### src/rtl/display_list_player.sv
// display_list_player
//   Display-list sequencer driving the vector control handshake. It walks a
//   sync-read RAM of 26-bit command words ([25:24] op, [23:12] y, [11:0] x)
//   and issues one jump/draw pulse per JUMP/DRAW word, gated by `ready`.
//   SHIFT words update the line-generator shift. HALT ends a frame, and in loop
//   mode the frame restarts at a minimum refresh period.
// Ports
//   clk, reset_n              clock, async active-low reset
//   start, stop, loop_en      control: start play / abort at boundary / repeat
//   mem_addr, mem_rdata       display-list RAM (data valid 1 cycle after addr)
//   ready                     control block accepting a command
//   x, y, jump, draw, shift   command outputs to the control block
//   busy, frame_done          status
module display_list_player #(
  parameter int ADDR_W       = 12,
  parameter int GUARD_CYCLES = 2,
  parameter int FRAME_CYCLES = 0,
  parameter int SHIFT_INIT   = 4
) (
  input  logic              clk,
  input  logic              reset_n,
  input  logic              start,
  input  logic              stop,
  input  logic              loop_en,
  output logic [ADDR_W-1:0] mem_addr,
  input  logic [25:0]       mem_rdata,
  input  logic              ready,
  output logic [11:0]       x,
  output logic [11:0]       y,
  output logic              jump,
  output logic              draw,
  output logic [3:0]        shift,
  output logic              busy,
  output logic              frame_done
);

  localparam int GW = (GUARD_CYCLES > 0) ? $clog2(GUARD_CYCLES + 1) : 1;
  localparam int TW = $clog2(FRAME_CYCLES + 2);

  localparam logic [1:0] OP_JUMP  = 2'b00;
  localparam logic [1:0] OP_DRAW  = 2'b01;
  localparam logic [1:0] OP_SHIFT = 2'b10;
  localparam logic [1:0] OP_HALT  = 2'b11;

  typedef enum logic [2:0] {
    S_IDLE, S_FETCH, S_DECODE, S_WAIT_RDY, S_FRAME_WAIT
  } state_t;

  state_t          state, state_n;
  logic [25:0]     pending;
  logic [GW-1:0]   guard;
  logic [TW-1:0]   timer;
  logic            stop_flag;
  logic            end_flag;   // last address issued: next decode becomes HALT

  logic            stop_any;
  logic            can_act;
  logic            frame_ok;
  logic            issue_j, issue_d, set_shift, halt_done, go_idle, frame_start;
  logic [1:0]      op;

  assign stop_any = stop_flag | stop;
  assign op       = pending[25:24];
  assign can_act  = ready && (guard == '0);
  assign frame_ok = (FRAME_CYCLES == 0) || (int'(timer) >= FRAME_CYCLES - 1);

  always_ff @(posedge clk or negedge reset_n) begin
    if (!reset_n) state <= S_IDLE;
    else          state <= state_n;
  end

  always_comb begin
    state_n     = state;
    issue_j     = 1'b0;
    issue_d     = 1'b0;
    set_shift   = 1'b0;
    halt_done   = 1'b0;
    go_idle     = 1'b0;
    frame_start = 1'b0;
    case (state)
      S_IDLE: begin
        if (start && !stop) begin
          frame_start = 1'b1;
          state_n     = S_FETCH;
        end
      end
      S_FETCH:  state_n = S_DECODE;
      S_DECODE: state_n = S_WAIT_RDY;
      S_WAIT_RDY: begin
        if (can_act) begin
          if (stop_any) begin
            go_idle = 1'b1;
          end else begin
            case (op)
              OP_JUMP:  begin issue_j   = 1'b1; state_n = S_FETCH; end
              OP_DRAW:  begin issue_d   = 1'b1; state_n = S_FETCH; end
              OP_SHIFT: begin set_shift = 1'b1; state_n = S_FETCH; end
              default: begin
                halt_done = 1'b1;
                if (loop_en) state_n = S_FRAME_WAIT;
                else         go_idle = 1'b1;
              end
            endcase
          end
        end
      end
      S_FRAME_WAIT: begin
        if (stop_any) begin
          go_idle = 1'b1;
        end else if (frame_ok) begin
          frame_start = 1'b1;
          state_n     = S_FETCH;
        end
      end
      default: state_n = S_IDLE;
    endcase
    if (go_idle) state_n = S_IDLE;
  end

  always_ff @(posedge clk or negedge reset_n) begin
    if (!reset_n) begin
      mem_addr   <= '0;
      x          <= '0;
      y          <= '0;
      jump       <= 1'b0;
      draw       <= 1'b0;
      shift      <= 4'(SHIFT_INIT);
      busy       <= 1'b0;
      frame_done <= 1'b0;
      pending    <= '0;
      guard      <= '0;
      timer      <= '0;
      stop_flag  <= 1'b0;
      end_flag   <= 1'b0;
    end else begin
      jump       <= issue_j;
      draw       <= issue_d;
      frame_done <= halt_done;

      // Guard runs down through FETCH/DECODE so prefetch overlaps the dwell.
      if (issue_j || issue_d)  guard <= GW'(GUARD_CYCLES);
      else if (guard != '0)    guard <= guard - 1'b1;

      if (frame_start)                timer <= '0;
      else if (busy && (timer != '1)) timer <= timer + 1'b1;

      // A stop in IDLE is dropped; otherwise it sticks until a return to IDLE.
      if (state_n == S_IDLE) stop_flag <= 1'b0;
      else if (stop)         stop_flag <= 1'b1;

      if (frame_start) begin
        mem_addr <= '0;
        end_flag <= 1'b0;
        busy     <= 1'b1;
      end
      if (go_idle) busy <= 1'b0;

      if (state == S_DECODE)
        pending <= end_flag ? {OP_HALT, 24'd0} : mem_rdata;

      if (issue_j || issue_d) begin
        x <= pending[11:0];
        y <= pending[23:12];
      end
      if (set_shift) shift <= pending[3:0];

      // At the top address the address holds; the refetch decodes as HALT.
      if (issue_j || issue_d || set_shift) begin
        if (&mem_addr) end_flag <= 1'b1;
        else           mem_addr <= mem_addr + 1'b1;
      end
    end
  end

endmodule
### config.mk
export PLATFORM = sky130hd
export DESIGN_NAME = display_list_player
export DESIGN_NICKNAME = d
export VERILOG_FILES = /design/src/rtl/display_list_player.sv
export SDC_FILE = /design/constraint.sdc
export NUM_CORES = 1
export LEC_CHECK = 0
export BUFFER_PORTS_ARGS = -buffer_cell sky130_fd_sc_hd__buf_2
export CORE_ASPECT_RATIO = 1.4
export CORE_MARGIN = 10
export CORE_UTILIZATION = 54
export DETAILED_ROUTE_END_ITERATION = 8
export GPL_TIMING_DRIVEN = 1
export PLACE_DENSITY = 0.8
export SYNTH_ARGS = -nofsm -noshare
export SYNTH_HDL_FRONTEND = slang
export SYNTH_SLANG_ARGS = --single-unit
### constraint.sdc
create_clock -name clk -period 2.2 [get_ports clk]
set_input_delay 0.44 -clock clk [delete_from_list [all_inputs] [get_ports clk]]
set_output_delay 0.44 -clock clk [all_outputs]
set_load 0.005 [all_outputs]
==> results of run 1 <==
-- power breakdown --
group / internal (uW) / switching [uW] / leakage [uW] / total [uW]
clock network: 550 / 511 / 0.0000943 / 1060
logic: 490 / 527 / 0.000896 / 1020
registers: 1880 / 288 / 0.00100 / 2170
total: 2920 / 1330 / 0.00199 / 4240
-- worst max-delay path by stage --
stage / start / end / slack, ps / cells past startpoint
6_report: guard[0] / y[11] / 200 / 7
4_1_cts: guard[0] / y[11] / 220 / 7
3_5_place_dp: guard[0] / y[5] / 250 / 7
5_1_grt: guard[0] / y[11] / 10 / 7
2_1_floorplan: guard[0] / x[0] / 280 / 8
3_3_place_gp: guard[0] / x[10] / 290 / 7
-- kinds of logic after synthesis --
group | Yosys count
buf+inv | 21
xor+xnor | 2
compound gates | 68
mux | 28
simple gates | 109
flops | 77
fa+ha+maj | 2
-- through the flow --
| step | power (uW) | area, sq um | utilization (%) |
|---|---|---|---|
| floorplan | 2790 | 3390 | - |
| global placement | 3160 | 3850 | 62.5 |
| detailed placement | 3230 | 3850 | 62.5 |
| CTS | 4300 | 4050 | 65.7 |
| global route | 4560 | 4050 | 65.7 |
| finish | 4240 | 4050 | 65.7 |
-- cells in the final DEF (no fill, tap or decap), types with 3 or more instances in the layout --
cell type | netlist | routed
or2_2 | 3 | 3
o211ai_1 | 4 | 4
nor3_1 | 4 | 4
dfrtp_1 | 76 | 76
a31o_2 | 9 | 9
o31ai_1 | 3 | 3
nand2b_1 | 27 | 27
mux2_2 | 28 | 28
and2_1 | 4 | 4
inv_1 | 4 | 4
clkbuf_8 | 0 | 10
nor2_1 | 9 | 9
or3_1 | 3 | 3
o21ai_0 | 32 | 32
a211oi_1 | 10 | 10
clkinvlp_4 | 0 | 3
nand4_1 | 3 | 3
buf_2 | 2 | 74
buf_4 | 0 | 6
nand3_1 | 7 | 7
a21oi_1 | 3 | 3
nand2_1 | 38 | 38
-- routing by layer --
metal | wire, um | GRT usage [%]
met4 | 142 | 6.83
met2 | 3690 | 25.1
met3 | 566 | 5.92
met1 | 3070 | 18.5
met5 | 0 | 0
-- critical path: stages (launching register included) --
cell,delay [ps]
dfrtp_1,390
inv_1,60
ha_1,240
and3_1,290
nand2_1,180
nor2_4,150
buf_12,200
mux2_2,360
-- cell type report --
class,count,share of cell area (%)
clock buffer,10,3.40
clock inverter,6,1.54
inverter,4,0.370
multi-input combinational,209,33.7
sequential,77,47.6
tap,72,2.22
timing repair buffer,82,11.2
-- state kept, by name, indices dropped and copies added, names as in the netlist --
signal	flops
pending	26
mem_addr	12
x	12
y	12
shift	4
state	3
guard	2
busy	1
draw	1
end_flag	1
frame_done	1
jump	1
stop_flag	1
-- cells in the mapped netlist, types with 2 or more instances --
| library cell | instances | area [sq um] |
|---|---|---|
| dfrtp_1 | 76 | 1900 |
| nand2_1 | 38 | 143 |
| o21ai_0 | 32 | 160 |
| mux2_2 | 28 | 315 |
| nand2b_1 | 27 | 169 |
| clkbuf_1 | 13 | 48.8 |
| a211oi_1 | 10 | 75.1 |
| a31o_2 | 9 | 78.8 |
| nor2_1 | 9 | 33.8 |
| nand3_1 | 7 | 35.0 |
| and2_1 | 4 | 25.0 |
| inv_1 | 4 | 15.0 |
| nor3_1 | 4 | 20.0 |
| o211ai_1 | 4 | 30.0 |
| a21oi_1 | 3 | 15.0 |
| nand4_1 | 3 | 18.8 |
| o31ai_1 | 3 | 22.5 |
| or2_2 | 3 | 18.8 |
| or3_1 | 3 | 18.8 |
| buf_2 | 2 | 10.0 |
| buf_6 | 2 | 22.5 |
| ha_1 | 2 | 25.0 |
| nor3b_1 | 2 | 15.0 |
| nor4_1 | 2 | 12.5 |
| or4_1 | 2 | 15.0 |
==> run metrics, run 1 <==
Max Fclk=about 500 MHz; critical setup path kind=reg2reg; Final period util=between 90 and 100%; Hold Vio Cnt, Final=0; H-tree level count=3; Clock Sink Count=77; Max Root-Sink Buffers=2; min-delay worst type=in2async; drc violations=0; Simple-Gate Fraction of Synth Area=about 17%; adder-cell share of the synthesized area=less than 1%; worst r2r dst=y[11]; xor-xnor portion of the synthesized cell area=0.517%; clk_lat worst skew=around 350 ps; Hold Buf Count CTS=0; register bit count reported by yosys=between 70 and 80; global-route wire length before repair=approximately 13 mm; initial core utilization=between 50% and 60%; HPWL Detailed=approximately 5.3 mm; Die W=87.0 um; Pre-Repair DR Iteration Count=4; vias in the first global route=roughly 2,700; wire per inst=16.2 um; fin nets=roughly 420; DP Cell Count=444; register area=1930 sq um; dpl ws=248 ps; Final WS setup=about 200 ps; max-cap check violation count=0; Overflow after GRT=0; Post-synth EDFFs=0; full die area=slightly below 10,000 sq um; largest family of logic cells by synthesized area=simple AND/OR/NAND/NOR gates; Multi-input gate area=roughly 1400 sq um; Max IR drop VDD=712 uV; pin count of the biggest net entering global routing=53; static leakage=0.00199 uW; Root Buffer=clkbuf_8; Inserted Clock Buffers=9; post-synthesis async set-or-reset flop share=100%; RSZ-0062 raised after global routing=no; row count=34; post-route minimum period=between 1500 and 2000 ps; Setup TNS=0 ps; Critical Path End Type=register; P&R area growth vs syn=19.6%; Final Max Tran Viols=0; Synth Area in Compound Gates=12.9%; Most used DFF post-synth=dfrtp_1; critical path fanouts, max=26; final setup fails=0; sequential-to-total area share from yosys stat=56.9%; Tightest Pin Transition=around 820 ps; Filler cells=~510; initial antenna violation count=0; Synth warnings=0; CTS clock-pin slew for the worst setup and hold paths=80 ps; CTS tree=built; core area=around 6200 sq um; Mean Syn Cell Area=between 10 and 15 sq um; mux cell area share after synthesis=a little under a tenth; layout cells sized above 1=a little over a third; Cell Count, Final, Fillers Out=460; DRT antenna net count=0; PwrDens=1050 nW/um^2; Mapped Area=approximately 3400 sq um; Post-Synthesis Cells=307; flop2flop setup slack=200 ps; number of I/O port buffers=between 70 and 80; initial drt markers=about 150; final wirelength=about 7.5 mm; status=finished, final reports clean; Startpoint Class=register; Synthesized Nets=between 300 and 400; Worst EP arrival=around 2200 ps; synth unique cells=40; vias after detailed routing=about 2,600; Critical Path RT=roughly 2400 ps; die height=approximately 110 um; Reg2Reg Depth=7; Slew HR=45.2%; Avg Vias per Cell=about 5.6; cts repair resizes=0; diodes inserted=0; FF-to-FF Start=guard[0]; Max Clock Skew=about 7.9 ps; overall routing resource usage=about 16%; total I/O pin count=76; Post-CTS Setup Inserts=0; final hold slack=between 60 and 70 ps; gp weighted congestion=0.795
(Power assumes the default switching activity.)
==> inputs of run 2 (changes only) <==
--- a/config.mk
+++ b/config.mk
@@ -6,7 +6,7 @@
 export NUM_CORES = 1
 export LEC_CHECK = 0
 export BUFFER_PORTS_ARGS = -buffer_cell sky130_fd_sc_hd__buf_2
-export CORE_ASPECT_RATIO = 1.4
+export CORE_ASPECT_RATIO = 0.7
 export CORE_MARGIN = 10
 export CORE_UTILIZATION = 54
 export DETAILED_ROUTE_END_ITERATION = 8
==> run metrics, run 2 (same netlist as run 1, synthesis figures left out) <==
status=finished, final reports clean; final setup fails=0 (unchanged); fin nets=419 (+0.48%); Largest register FFs=26 (unchanged); P&R area growth vs syn=21.3%; register area=1930 sq um (unchanged); die height=86.3 um (-24%); PwrDens=1070 nW/um^2 (+2.2%); initial core utilization=55.1% (+0.11 points); final wirelength=7.50 mm (+0.40%); H-tree level count=3 (unchanged); wire per inst=16.0 um (-1.3%); core area=6160 sq um (-0.20%); Startpoint Class=register; Multi-input gate area=1370 sq um (unchanged); Tightest Pin Transition=794 ps (-27.8 ps); clk_lat worst skew=350 ps (about the same); vias in the first global route=2,547 (-6.3%); Critical Path End Type=register; Clock Sink Count=77 (unchanged); drc violations=0 (unchanged); Overflow after GRT=0 (unchanged); vias after detailed routing=2,527 (-2.0%); Final period util=89.9% (-0.86 points); full die area=9900 sq um (about the same); most common cell after layout, fill and taps aside=dfrtp_1; DRT antenna net count=0 (unchanged); Final Max Tran Viols=0 (unchanged); Hold Vio Cnt, Final=0 (unchanged); Biggest register=pending; RSZ-0062 raised after global routing=no; Setup TNS=0 ps (unchanged); GRT met1 Usage=18.7% (+0.13 points); total I/O pin count=76 (unchanged); critical setup path kind=reg2reg; overall routing resource usage=15.5% (-0.30 points); CTS tree=built; critical path fanouts, max=26 (unchanged); initial drt markers=157 (+7.5%); row count=24 (-29%); initial antenna violation count=0 (unchanged); Filler cells=491 (-4.5%); CTS clock-pin slew for the worst setup and hold paths=80 ps (about the same); Avg Vias per Cell=5.40 (-3.7%); gp weighted congestion=0.894 (+12%); global-route wire length before repair=12.5 mm (-1.3%); Inserted Clock Buffers=9 (unchanged); HPWL Detailed=5.36 mm (+1.9%); min-delay worst type=in2reg; number of I/O port buffers=75 (unchanged); met3 Use GR=6.07% (+0.15 points); static leakage=0.00202 uW (+1.4%); Max Clock Skew=7.06 ps (-0.791 ps); Root Buffer=clkbuf_8; diodes inserted=0 (unchanged); layer carrying the most global-route usage=met2; pin count of the biggest net entering global routing=53 (unchanged); Max Fclk=506 MHz (+0.96%); Die W=115 um (+32%); Max IR drop VDD=551 uV (-23%); post-route minimum period=1980 ps (-18.9 ps); layout cells sized above 1=36.4% (+0.070 points); Slew HR=47.1% (+1.9 points); met2 usage in global routing=25.4% (+0.26 points); Critical Path RT=2440 ps (about the same); Max Root-Sink Buffers=2 (unchanged); cts repair resizes=0 (unchanged); Pre-Repair DR Iteration Count=4 (unchanged); commonest cells after routing, fill and taps aside=76 x dfrtp_1, 74 x buf_2, 38 x nand2_1; Worst EP arrival=2220 ps (about the same); max-cap check violation count=0 (unchanged); final hold slack=328 ps (+261 ps)
[run 2: changes by cell type in the layout (fill, tap and decap cells not counted), sizes merged]
cell / change
bufinv: +1
clkinvlp: -2
dlygate4sd3: +1
clkinv: -1
buf: +1
inv: +2
[run 2: where the power goes]
group / switching, uW / internal [uW]
clock network: 530 / 679
logic: 529 / 490
registers: 291 / 1880
total: 1350 / 3050
[run 2: per-layer routing]
layer	wire length (um)	vias up
li1	-	1242
met1	3160	1211
met2	3650	64
met3	617	10
met4	82	0
met5	0	-
[run 2: cell type report]
type / count / area share, %
Multi-Input combinational cell: 209 / 33.2
Clock buffer: 10 / 3.35
Clock inverter: 6 / 2.28
Inverter: 4 / 0.365
Timing Repair Buffer: 84 / 11.5
Sequential cell: 77 / 46.9
Tap cell: 78 / 2.37
[run 2: per-stage QoR]
stage	cell area (sq um)	total power, uW	util [%]	std cells	setup WS (ps)
global route	4110	4730	66.8	468	60.5
global placement	3870	3160	62.8	451	319
floorplan	3390	2790	-	307	277
finish	4110	4400	66.8	468	223
detailed placement	3870	3230	62.8	451	253
CTS	4110	4450	66.8	468	224
[run 2: path summary, 6_finish.rpt]
| kind | depth (start not counted) | startpoint | end | slack, ps |
|---|---|---|---|---|
| worst max-delay path | 7 | guard[0] | x[11] | 220 |
| worst min-delay path | 3 | mem_rdata[12] | pending[12] | 330 |
| min in group asynchronous | 2 | reset_n | y[8] | 540 |
| max in group asynchronous | 3 | reset_n | mem_addr[0] | 1080 |
| worst min register to register | 2 | pending[21] | pending[21] | 480 |
| worst max register to register | 7 | guard[0] | x[11] | 220 |
[run 2: worst max-delay path, cell delays in order, from the launching register on]
cell and delay, ps:
dfrtp_1 400, inv_1 60, ha_1 240, and3_1 280
nand2_1 180, nor2_4 150, buf_12 200, mux2_2 360
[run 2: repair_timing]
item                      4_1_cts  5_1_grt
hold endpoints to repair       11        0
hold buffers                    1        0
buffers inserted                0        0
==> inputs of run 3 (changes only) <==
==> constraint.sdc (replaced) <==
create_clock -name clk -period 1.85 [get_ports clk]
set_input_delay 0.37 -clock clk [delete_from_list [all_inputs] [get_ports clk]]
set_output_delay 0.37 -clock clk [all_outputs]
set_load 0.005 [all_outputs]
==> run metrics, run 3 (same netlist as run 1, synthesis figures left out) <==
Avg Vias per Cell=5.39 (-0.21%); critical setup path kind=reg2reg; row count=24 (unchanged); Critical Path End Type=register; Max Fclk=562 MHz (+11%); Hold Crit Depth=3 (unchanged); Worst EP arrival=2020 ps (-200 ps); Sw Share=30.9% (+0.20 points); Layout Utilization=68.7% (+2.0 points); diodes inserted=0 (unchanged); fin nets=433 (+3.3%); Tightest Pin Transition=672 ps (-121 ps); CTS tree=built; FF-to-FF Start=mem_addr[0]; Pre-Repair DR Iteration Count=4 (unchanged); final wirelength=7.62 mm (+1.6%); critical path fanouts, max=6 (-77%); Filler cells=472 (-3.9%); Startpoint Class=register; gp weighted congestion=0.883 (-1.1%); clk_lat worst skew=350 ps (about the same); commonest cells after routing, fill and taps aside=75 x dfrtp_1, 74 x buf_2, 37 x nand2_1; P&R area growth vs syn=24.8%; Max IR drop VDD=611 uV (+11%); Biggest register=pending; initial core utilization=55.1% (unchanged); most common cell after layout, fill and taps aside=dfrtp_1; vias in the first global route=2,565 (+0.71%); status=finished, final reports clean; CTS clock-pin slew for the worst setup and hold paths=80 ps (about the same); Clock Sink Count=77 (unchanged); vias after detailed routing=2,597 (+2.8%); initial antenna violation count=0 (unchanged); Slew HR=55.2% (+8.1 points); Max Clock Skew=7.72 ps (+0.656 ps); HPWL Detailed=5.52 mm (+3.1%); final setup fails=0 (unchanged); die height=86.3 um (unchanged); total I/O pin count=76 (unchanged); hold_sp=mem_rdata[9]; Critical Path RT=2090 ps (-350 ps); sw power=1610 uW (+19%); worst r2r dst=mem_addr[6]; Pint=3590 uW (+18%); Hold Vio Cnt, Final=0 (unchanged); CP startpoint=mem_addr[0]; max-cap check violation count=0 (unchanged); global-route wire length before repair=12.5 mm (-0.38%); Final period util=96.2% (+6.4 points); full die area=9900 sq um (unchanged); Multi-input gate area=1390 sq um (+1.5%); DP Cell Count=464 (+2.9%); wire per inst=15.8 um (-1.4%); Hold Path Sink=pending[9]; drc violations=0 (unchanged); overall routing resource usage=15.5% (-0.020 points); Largest register FFs=26 (unchanged); min-delay worst type=in2reg; total power=5200 uW (+18%); Die W=115 um (unchanged); layout cells sized above 1=39.4% (+2.9 points); PwrDens=1230 nW/um^2 (+15%); DRT antenna net count=0 (unchanged); H-tree level count=3 (unchanged); core area=6160 sq um (unchanged); Reg2Reg Depth=6 (-1); Inserted Clock Buffers=9 (unchanged); flop2flop setup slack=70 ps (-150 ps); initial drt markers=118 (-25%); final hold slack=265 ps (-63.7 ps); Cell Count, Final, Fillers Out=482 (+3.0%); static leakage=0.00210 uW (+3.9%); combinational share of power=26.3% (+3.1 points); pin count of the biggest net entering global routing=36 (-32%); number of I/O port buffers=75 (unchanged); register area=1930 sq um (about the same); Root Buffer=clkbuf_8; Sequential Power Share=49.3% (about the same); Final Max Tran Viols=0 (unchanged); Overflow after GRT=0 (unchanged); post-route minimum period=1780 ps (-197 ps); share of power burned in the clock network=24.4% (-3.1 points); Max Root-Sink Buffers=2 (unchanged)
run 3: routing by layer:
layer	GRT usage (%)	routed length (um)	share of wire, %	up-vias
li1	-	-	-	1274
met4	3.70	80	1.0	0
met1	20.5	3510	46	1252
met3	6.28	481	6.3	7
met5	0	0	0	-
met2	23.3	3550	47	64
run 3: layout make-up:
cell class	instances	share of cell area, %
clock buffer	11	3.34
multi-input combinational	209	32.7
inverter	4	0.355
tap	78	2.31
timing repair buffer	98	14.3
clock inverter	5	1.42
sequential	77	45.6
run 3: worst max-delay path, cell delays in order (launching register included):
cell and delay (ps):
dfrtp_1 410, ha_1 230, nand2_1 160, nor4_4 380, buf_4 210, a211oi_1 60, a31o_2 220
run 3: worst max-delay path by stage:
stage | endpoint | slack, ps | cells past startpoint
detailed placement | mem_addr[6] | -30 | 6
floorplan | x[0] | 20 | 8
CTS | x[2] | 90 | 7
global placement | mem_addr[8] | 20 | 6
finish | mem_addr[6] | 70 | 6
global route | mem_addr[8] | -10 | 5
run 3: metrics by stage:
step                setup TNS [ps]  worst slack, ps  instance area [sq um]
detailed placement            -112            -25.0                   4000
CTS                              0             88.7                   4210
global route                 -18.8            -14.1                   4230
floorplan                        0             17.4                   3400
global placement                 0             17.7                   4000
finish                           0             69.7                   4230
run 3: what timing repair did:
action	in CTS	in global routing
endpoints found under the setup margin	10	10
hold endpoints to repair	21	0
resized for setup	1	2
gates cloned	0	0
buffers inserted	0	1
hold buffers	1	0
run 3: power groups by stage:
stage                     combinational (uW)  sequential (uW)  clock (uW)
after floorplan                          799             2530           0
after global placement                  1330             2570           0
after detailed placement                1390             2600           0
after CTS                               1400             2570        1300
after global routing                    1580             2640        1380
final                                   1370             2570        1270
